File: src/rtl/game_pkg.sv
// Shared types and constants for the board display path: animator state
// encoding, controller event codes and small position helpers.
package game_pkg;

    typedef enum logic [2:0] {
        IDLE,
        MOVE,
        DONE,
        SETTLE,
        EVENT_MOVE,
        EVENT_DWELL
    } anim_state_t;

    localparam logic [3:0] EV_NONE   = 4'd1;
    localparam logic [3:0] EV_BACK   = 4'd3;
    localparam logic [3:0] EV_WIN    = 4'd10;
    localparam logic [3:0] BOARD_MAX = 4'd10;

    function automatic logic [3:0] clamp_pos(input logic [3:0] pos, input logic [3:0] max_pos);
        return (pos > max_pos) ? max_pos : pos;
    endfunction

    // One square toward the target; holds when already there, so it never wraps.
    function automatic logic [3:0] step_toward(input logic [3:0] cur, input logic [3:0] tgt);
        logic [3:0] nxt;
        nxt = cur;
        if (cur < tgt) begin
            nxt = cur + 4'd1;
        end else if (cur > tgt) begin
            nxt = cur - 4'd1;
        end
        return nxt;
    endfunction

endpackage

File: src/rtl/anim_tick_timer.sv
// Free-running period counter with synchronous clear; tc pulses on the last
// cycle of each period and the count wraps to zero on that same edge.
module anim_tick_timer #(
    parameter int WIDTH = 32
) (
    input  logic             clk,
    input  logic             reset,
    input  logic             clear,
    input  logic             enable,
    input  logic [WIDTH-1:0] period,
    output logic             tc
);

    logic [WIDTH-1:0] count;

    assign tc = enable && (count == period - WIDTH'(1));

    always_ff @(posedge clk or posedge reset) begin
        if (reset) begin
            count <= '0;
        end else if (clear) begin
            count <= '0;
        end else if (enable) begin
            count <= tc ? '0 : count + WIDTH'(1);
        end
    end

endmodule

File: src/rtl/board_token_animator.sv
// Walks each player's displayed token one square per step period toward the
// controller's committed square and reports move/event completion with turn_done.
module board_token_animator
    import game_pkg::*;
#(
    parameter int unsigned STEP_CYC    = 25_000_000,
    parameter int unsigned EVENT_DWELL = 100_000_000,
    parameter int unsigned SETTLE_CYC  = 4,
    parameter int unsigned MAX_POS     = BOARD_MAX
) (
    input  logic       clk,
    input  logic       reset,
    input  logic       pos_valid,
    input  logic       turn,
    input  logic [3:0] p1_pos,
    input  logic [3:0] p2_pos,
    input  logic [3:0] event_flag,
    output logic       turn_done,
    output logic [3:0] disp_p1,
    output logic [3:0] disp_p2,
    output logic       active_player,
    output logic       anim_busy,
    output logic       step_strobe
);

    localparam logic [3:0]  MAX4     = 4'(MAX_POS);
    localparam logic [31:0] STEP_P   = 32'(STEP_CYC);
    localparam logic [31:0] DWELL_P  = 32'(EVENT_DWELL);
    localparam logic [31:0] SETTLE_P = 32'(SETTLE_CYC);

    anim_state_t state, state_d;

    logic       pos_valid_q;
    logic       rise;
    logic [3:0] tgt_p1, tgt_p2;
    logic [3:0] mover_disp, mover_tgt, step_disp;
    logic [3:0] disp_p1_d, disp_p2_d;
    logic       active_d;
    logic       turn_done_d;
    logic       step_strobe_d;

    logic        timer_clear;
    logic        timer_enable;
    logic [31:0] timer_period;
    logic        timer_tc;

    assign rise       = pos_valid & ~pos_valid_q;
    assign tgt_p1     = clamp_pos(p1_pos, MAX4);
    assign tgt_p2     = clamp_pos(p2_pos, MAX4);
    assign mover_disp = active_player ? disp_p2 : disp_p1;
    assign mover_tgt  = active_player ? tgt_p2 : tgt_p1;
    assign step_disp  = step_toward(mover_disp, mover_tgt);

    // The timer is held at zero outside the timed states, so every timed state
    // starts a fresh period; consecutive timed states rely on the wrap at tc.
    assign timer_clear  = (state == IDLE) || (state == DONE);
    assign timer_enable = !timer_clear;

    always_comb begin
        timer_period = STEP_P;
        case (state)
            SETTLE:                timer_period = SETTLE_P;
            game_pkg::EVENT_DWELL: timer_period = DWELL_P;
            default:               timer_period = STEP_P;
        endcase
    end

    anim_tick_timer #(
        .WIDTH(32)
    ) u_timer (
        .clk    (clk),
        .reset  (reset),
        .clear  (timer_clear),
        .enable (timer_enable),
        .period (timer_period),
        .tc     (timer_tc)
    );

    always_comb begin
        state_d       = state;
        disp_p1_d     = disp_p1;
        disp_p2_d     = disp_p2;
        active_d      = active_player;
        turn_done_d   = 1'b0;
        step_strobe_d = 1'b0;

        case (state)
            IDLE: begin
                if (rise) begin
                    active_d = turn;
                    state_d  = MOVE;
                end else if (active_player) begin
                    disp_p1_d = tgt_p1;
                end else begin
                    disp_p2_d = tgt_p2;
                end
            end

            MOVE: begin
                if (timer_tc) begin
                    if (step_disp != mover_disp) begin
                        step_strobe_d = 1'b1;
                        if (active_player) disp_p2_d = step_disp;
                        else               disp_p1_d = step_disp;
                    end
                    if (step_disp == mover_tgt) begin
                        state_d = DONE;
                    end
                end
            end

            DONE: begin
                turn_done_d = 1'b1;
                state_d     = SETTLE;
            end

            SETTLE: begin
                if (timer_tc) begin
                    case (event_flag)
                        4'd0, EV_NONE, EV_WIN: state_d = IDLE;
                        EV_BACK: state_d = (mover_disp != mover_tgt) ? EVENT_MOVE
                                                                     : game_pkg::EVENT_DWELL;
                        4'd2, 4'd4, 4'd6, 4'd8: state_d = game_pkg::EVENT_DWELL;
                        default: state_d = IDLE;
                    endcase
                end
            end

            EVENT_MOVE: begin
                if (timer_tc) begin
                    if (step_disp != mover_disp) begin
                        step_strobe_d = 1'b1;
                        if (active_player) disp_p2_d = step_disp;
                        else               disp_p1_d = step_disp;
                    end
                    if (step_disp == mover_tgt) begin
                        turn_done_d = 1'b1;
                        state_d     = IDLE;
                    end
                end
            end

            game_pkg::EVENT_DWELL: begin
                if (timer_tc) begin
                    turn_done_d = 1'b1;
                    state_d     = IDLE;
                end
            end

            default: state_d = IDLE;
        endcase
    end

    always_ff @(posedge clk or posedge reset) begin
        if (reset) begin
            state         <= IDLE;
            pos_valid_q   <= 1'b0;
            disp_p1       <= 4'd0;
            disp_p2       <= 4'd0;
            active_player <= 1'b0;
            turn_done     <= 1'b0;
            step_strobe   <= 1'b0;
            anim_busy     <= 1'b0;
        end else begin
            state         <= state_d;
            pos_valid_q   <= pos_valid;
            disp_p1       <= disp_p1_d;
            disp_p2       <= disp_p2_d;
            active_player <= active_d;
            turn_done     <= turn_done_d;
            step_strobe   <= step_strobe_d;
            anim_busy     <= (state_d != IDLE);
        end
    end

endmodule

File: config.mk
export PLATFORM = sky130hd
export DESIGN_NAME = board_token_animator
export DESIGN_NICKNAME = d
export VERILOG_FILES = /design/src/rtl/game_pkg.sv /design/src/rtl/anim_tick_timer.sv /design/src/rtl/board_token_animator.sv
export SDC_FILE = /design/constraint.sdc
export NUM_CORES = 1
export LEC_CHECK = 0
export ABC_CLOCK_PERIOD_IN_PS = 4900
export BUFFER_PORTS_ARGS = -buffer_cell sky130_fd_sc_hd__buf_2
export CAP_MARGIN = 20
export CORE_ASPECT_RATIO = 0.6
export CORE_UTILIZATION = 56
export DETAILED_ROUTE_END_ITERATION = 10
export GPL_ROUTABILITY_DRIVEN = 0
export PLACE_DENSITY = 0.87
export SYNTH_ARGS = -nofsm -noshare
export SYNTH_HDL_FRONTEND = slang
export SYNTH_HIERARCHICAL = 1
export SYNTH_SLANG_ARGS = --single-unit
File: constraint.sdc
create_clock -name clk -period 4.9 [get_ports clk]
set_clock_uncertainty 0.15 [all_clocks]
set_input_delay 0.735 -clock clk [delete_from_list [all_inputs] [get_ports clk]]
set_output_delay 0.735 -clock clk [all_outputs]
set_load 0.005 [all_outputs]
## Word level (Yosys, flattened, before mapping)

Index checks and enable logic that the tools add are counted.

- Bits in registers: 48
- Input bits: 16
- Output and inout port bits: 12
- Word-level logic and storage cells: 89

- Add/subtract/negate cells: 4
- Magnitude comparators: 4
- Eq/ne operators: 21
- Mux-type cells: 38
- Bitwise operators: 2
- Reductions and logical operators: 11

Operator list:

| cell | number |
|---|---|
| 2-to-1 mux 32 bit | 2 |
| 2-to-1 mux 4 bit | 16 |
| one-hot mux 27 bit (2 select lines) | 1 |
| adder 32 x 1 -> 32 bit (second input constant) | 1 |
| == test 32 bit | 1 |
| subtractor 27 x 1 -> 28 bit (second input constant) | 1 |
| 2-to-1 mux 3 bit | 7 |
| one-hot mux 3 bit (6 select lines) | 1 |
| one-hot mux 4 bit (2 select lines) | 2 |
| AND reduction 6 bit | 2 |
| == test 4 x 2 -> 1 bit (second input constant) | 2 |
| == test 4 x 3 -> 1 bit (second input constant) | 2 |
| greater-than comparator 4 bit (second input constant) | 2 |
| inequality test 2 bit (second input constant) | 4 |
| inequality test 4 bit | 2 |
| 2-to-1 mux 1 bit | 7 |
| == test 3 x 2 -> 1 bit (second input constant) | 2 |
| == test 3 bit (second input constant) | 2 |
| inequality test 2 x 1 -> 1 bit (second input constant) | 3 |
| one-hot mux 3 bit (2 select lines) | 1 |
| adder 4 x 1 -> 4 bit (second input constant) | 1 |
| == test 4 bit | 1 |
| == test 4 bit (second input constant) | 1 |
| greater-than comparator 4 bit | 1 |
| 15 further kinds | 15 |

## Longest topological paths before layout

- Depth after elaboration: 11
- Gate-level depth with buffers: 19
- Mapped depth without buffers: 17

## Modules after synthesis

The synthesis kept the hierarchy.

Modules (own cells, without submodules):

| module | times used | cells each | area each (um^2) | sequential area each (um^2) |
|---|---|---|---|---|
| anim_tick_timer | 1 | 373 | 3096.7 | 800.8 |
| board_token_animator | 1 | 156 | 1387.6 | 400.4 |

## Worst setup path before layout

Ideal clock, no wire load.

- Path type: flip-flop to flip-flop
- Start point: register state[0]
- End point: register disp_p1[0]
- Library setup time: 125 ps
- Arrival: 4607 ps
- Data required time: 4625 ps
- Slack: 18 ps
- Cell stages (with the launch flop): 18
- Buffers on the path: 3
- Clock period less this slack: 4882 ps
- Path through: dfrtp_1 > buf_2 > nor2b_1 > and2_1 > clkbuf_1 > inv_1 > or3_1 > buf_2 > or3_1 > a222oi_1 > nand4_1 > nor3_2 > nand4_1 > nor3_1 > and3_1 > inv_1 > o21ai_2 > mux2_2

- Word-level cells in the longest chain between the ends: 7
- Elaborated cells on any way between the ends: 21
- Those cells by class: add/sub (1); eq/ne (11); mux (2); reduce/logical (7)

Ends and longest elaborated chain:

| item | RTL line | text |
|---|---|---|
| start: declaration | board_token_animator.sv:31 | `anim_state_t state, state_d;` |
| start signal: assignment | board_token_animator.sv:165 | `state <= state_d;` |
| == test 3 bit or == test 3 x 2 -> 1 bit (tied branches) | board_token_animator.sv:61 | `case (state)` |
| one-hot mux 27 bit (2 select lines) * | board_token_animator.sv:61 |  |
| via timer_period[2] | board_token_animator.sv:44 | `logic [31:0] timer_period;` |
| subtractor 27 x 1 -> 28 bit * | anim_tick_timer.sv:16 | `assign tc = enable && (count == period - WIDTH'(1));` |
| == test 32 bit * | anim_tick_timer.sv:16 |  |
| logical AND 1 bit * | anim_tick_timer.sv:16 |  |
| via timer_tc | board_token_animator.sv:45 | `logic timer_tc;` |
| inequality test 2 x 1 -> 1 bit (no source line) * | n/a |  |
| AND reduction 6 bit (no source line) * | n/a |  |
| end signal: assignment | board_token_animator.sv:167 | `disp_p1 <= disp_p1_d;` |
| end: declaration | board_token_animator.sv:19 | `output logic [3:0] disp_p1,` |

Mark *: on every way through the listed nets, which the timed path passes. The rest lies on a longest branch.
A chain may end at the register's enable or synchronous reset.

## Worst setup path after layout

- Start point: register state[0]
- End point: register anim_busy

- Word-level cells in the longest chain between the ends: 8
- Elaborated cells on any way between the ends: 21
- Those cells by class: add/sub (1); eq/ne (6); mux (9); reduce/logical (5)

Ends and longest elaborated chain:

| item | RTL line | text |
|---|---|---|
| == test 3 bit or == test 3 x 2 -> 1 bit (tied branches) | board_token_animator.sv:61 |  |
| one-hot mux 27 bit (2 select lines) * | board_token_animator.sv:61 |  |
| via timer_period[13] | board_token_animator.sv:44 |  |
| subtractor 27 x 1 -> 28 bit * | anim_tick_timer.sv:16 |  |
| == test 32 bit * | anim_tick_timer.sv:16 |  |
| logical AND 1 bit * | anim_tick_timer.sv:16 |  |
| via timer_tc | board_token_animator.sv:45 |  |
| 2-to-1 mux 3 bit (on tied branches) | n/a |  |
| one-hot mux 3 bit (6 select lines) * | board_token_animator.sv:87 | `case (state)` |
| nonzero test 3 bit * | board_token_animator.sv:172 | `anim_busy <= (state_d != IDLE);` |
| end signal: assignment | board_token_animator.sv:172 |  |
| end: declaration | board_token_animator.sv:22 | `output logic anim_busy,` |

Marked as above.

==> flow_metrics.tcl <==
set metrics [dict create \
    critPathCaptureType "register" \
    clkLatencyLatePin_ns 0.30 \
    antenna_found_initial 0 \
    first_iter_violations 552 \
    layout.nets 637 \
    power.static_leakage_nw 2.17 \
    register_area_um2 1200 \
    timing_max_transition_violations_final 0 \
    power_density_nw_per_um2 166 \
    synth_edf_count 0 \
    synth.area.mux_share 0.0550 \
    clock_power_share 0.401 \
    mostFrequentLayoutCells "sky130_fd_sc_hd__conb_1 (59), sky130_fd_sc_hd__nand2_1 (48), sky130_fd_sc_hd__dfrtp_1 (48)" \
    htreeDepth 2 \
    power_frac_comb 0.128 \
    drt_wirelength_mm 13.2 \
    synth.top_cell.area_share 0.268 \
    synth.yosys.warnings 6 \
    final_layout_setup_total_negative_slack_ns 0 \
    die_y_um 71.3 \
    number_of_global_route_vias_before_repair 4274 \
    min_to "disp_p2[3]" \
    clock_tree.buffer_depth 2 \
    routed_wire_per_std_cell_um 18.5 \
    hold_path_startpoint "disp_p2[3]" \
    post_drt_via_cell_ratio 6.34 \
    num_rows 24 \
    synthCells 529 \
    total_number_of_clock_tree_sinks 48 \
    grt_start_max_net_pins 33 \
    die_w_um 118 \
    drive_above_1_share 0.163 \
    irDropWorstVdd_v 0.000123 \
    seq_power_share 0.470 \
    timing.final.hold_violations 0 \
    synth_fa_ha_area_frac 0.0223 \
    start_kind "register" \
    r2r.worst_path.cells 18 \
    initial_core_util 0.597 \
    yosysUniqueCellTypes 85 \
    synth_seq_area_share 0.268 \
    clock-root-buffer "sky130_fd_sc_hd__clkbuf_16" \
    worst_pin_slew_ns 0.811 \
    timing.critical_path.fanout_max 14 \
    detailedRoute.firstPassIterationCount 5 \
    hold-path-cell-count 2 \
    fmax_mhz 216 \
    yosys.area.top_type "sky130_fd_sc_hd__dfrtp_1" \
    io_buffer_count 27 \
    nFillCells 612 \
    path_clk_slew_ns 0.07 \
    grt_usage 0.324 \
    netlist_area_um2 4480 \
    inserted_clock_buffers 5 \
    synthFlopType "sky130_fd_sc_hd__dfrtp_1" \
    detail-route-antenna-nets 0 \
    globalRoute.totalOverflow 0 \
    cts_tree "built" \
    hold_slack_ns 0.371 \
    post-route-drc-count 0 \
    internal_power_mw 0.623 \
    die_area_um2 8380 \
    post_synth.cell_area_avg_um2 8.48 \
    rsz0062_at_grt "false" \
    timing.max_cap.violations 0 \
    grt_pass1_wl_mm 21.2 \
    p_switching_mw 0.228 \
    crit_type "reg -> reg" \
    floorplan.core_area_um2 7510 \
    final_common_cell "sky130_fd_sc_hd__conb_1" \
    slew-limit-headroom 0.459 \
    timing.final.crit_share 0.945 \
    critPathArrivalTime_ns 4.63 \
    top_level_ports 28 \
    reg2reg_slack_ns 0.27 \
    worst_ep_required_time_ns 4.90 \
    synth-seq-cells 48 \
    antennaDiodeCount 0 \
    footprint_of_the_multi_input_gates_um2 3330 \
    netlist_top_cells_area "sky130_fd_sc_hd__dfrtp_1 (27%), sky130_fd_sc_hd__xnor2_1 (5.3%), sky130_fd_sc_hd__nand2_1 (4.1%)" \
    syn_to_final_growth_pct 14.3 \
    timing.final.setup_violations 0 \
    async_reset_ff_frac 1.00 \
    critical_path.reg2reg.endpoint "anim_busy" \
    switching_share 0.268 \
    synth_compound_gate_area_share 0.220 \
    hold_path.class "reg -> reg" \
    period_minus_slack_ns 4.63 \
    hpwlAfterDp_mm 9.91 \
    synth-simple-area-share 0.288 \
    synth-xor-area-share 0.0991 \
    outcome "finished clean" \
    worst_r2r_startpoint "state[0]" \
    routed_via_count 4545 \
    synth_top_family_by_area "simple AND/OR/NAND/NOR gates" \
]
-- per-layer routing --
layer / share of wire / global-route usage / vias up
met3: 0.13 / 0.0932 / 25
met5: 0 / 0 / -
met1: 0.44 / 0.464 / 2124
li1: - / - / 2080
met4: 0.013 / 0.0769 / 0
met2: 0.41 / 0.483 / 316
-- stage by stage --
stage | worst slack, ns | instances | utilization | cell area, um^2 | power, mW
finish | 0.269 | 717 | 0.683 | 5120 | 0.851
global route | 0.0576 | 717 | 0.683 | 5120 | 0.880
CTS | 0.120 | 715 | 0.675 | 5070 | 0.849
detailed placement | 0.147 | 708 | 0.657 | 4930 | 0.510
global placement | 0.432 | 708 | 0.657 | 4930 | 0.505
floorplan | 0.0182 | 587 | - | 4700 | 0.483
-- worst max path at each step --
| stage | startpoint | endpoint | slack [ns] | cells after the start |
|---|---|---|---|---|
| 3_5_place_dp | state[0] | disp_p2[0] | 0.15 | 15 |
| 6_report | state[0] | anim_busy | 0.27 | 18 |
| 3_3_place_gp | state[0] | disp_p2[2] | 0.43 | 15 |
| 2_1_floorplan | state[0] | disp_p1[0] | 0.02 | 17 |
| 5_1_grt | state[0] | disp_p2[0] | 0.06 | 15 |
| 4_1_cts | state[0] | disp_p2[0] | 0.12 | 15 |
-- cell usage after synthesis (15+ instances only) --
| cell type | instances |
|---|---|
| sky130_fd_sc_hd__nor2_1 | 31 |
| sky130_fd_sc_hd__xnor2_1 | 27 |
| sky130_fd_sc_hd__nand2_1 | 49 |
| sky130_fd_sc_hd__inv_1 | 22 |
| sky130_fd_sc_hd__and3_1 | 15 |
| sky130_fd_sc_hd__nand3_1 | 17 |
| sky130_fd_sc_hd__dfrtp_1 | 48 |
| sky130_fd_sc_hd__o21ai_0 | 23 |
| sky130_fd_sc_hd__o21ai_1 | 16 |
| sky130_fd_sc_hd__xor2_1 | 20 |
-- cell type report --
class / count / share of cell area
multi-input cells: 494 / 0.650
repair buffers: 40 / 0.0454
inverters: 24 / 0.0176
clock buffers: 5 / 0.0244
well taps: 104 / 0.0254
clock inverters: 2 / 0.00244
flip-flops and latches: 48 / 0.234
-- cell families after synthesis --
kind of cell | Yosys count
other | 1
flip-flops | 48
XOR/XNOR | 49
buffers and inverters | 45
AO/OA/AOI/OAI | 137
adder cells (fa/ha/maj) | 8
multiplexers | 21
AND/OR/NAND/NOR | 220
-- repair_timing --
item                                    4_1_cts  5_1_grt
buffers inserted                              0        1
hold endpoints to repair                      0        0
gates resized for setup                       0        8
hold buffers                                  0        0
endpoints found under the setup margin        0       29
-- power by group through the flow --
stage | sequential [mW] | combinational (mW) | clock [mW]
final | 0.400 | 0.109 | 0.342
after global placement | 0.407 | 0.0978 | 0
after global routing | 0.400 | 0.119 | 0.361
after floorplan | 0.405 | 0.0783 | 0
after detailed placement | 0.407 | 0.103 | 0
after CTS | 0.400 | 0.103 | 0.346
-- registers in the layout, summed over array words and instances (netlist names) --
signal         cells
disp_p1            4
active_player      1
anim_busy          1
turn_done          1
disp_p2            4
u_timer/count     32
step_strobe        1
state              3
pos_valid_q        1
-- critical path, stage by stage (launching register included) --
cell	delay [ns]
sky130_fd_sc_hd__dfrtp_1	0.50
sky130_fd_sc_hd__nor2b_1	0.25
sky130_fd_sc_hd__and2_1	0.28
sky130_fd_sc_hd__inv_1	0.13
sky130_fd_sc_hd__buf_4	0.23
sky130_fd_sc_hd__xnor2_1	0.48
sky130_fd_sc_hd__o22ai_1	0.18
sky130_fd_sc_hd__nor4_1	0.44
sky130_fd_sc_hd__nand4_1	0.17
sky130_fd_sc_hd__nor3_2	0.14
sky130_fd_sc_hd__nand4_1	0.15
sky130_fd_sc_hd__nor3_1	0.21
sky130_fd_sc_hd__buf_4	0.20
sky130_fd_sc_hd__nand2_1	0.06
sky130_fd_sc_hd__nand2_1	0.11
sky130_fd_sc_hd__o21a_1	0.14
sky130_fd_sc_hd__o22ai_1	0.09
sky130_fd_sc_hd__a211oi_1	0.40
sky130_fd_sc_hd__o311ai_1	0.17
Note: power is estimated with default switching activity, not from simulation.
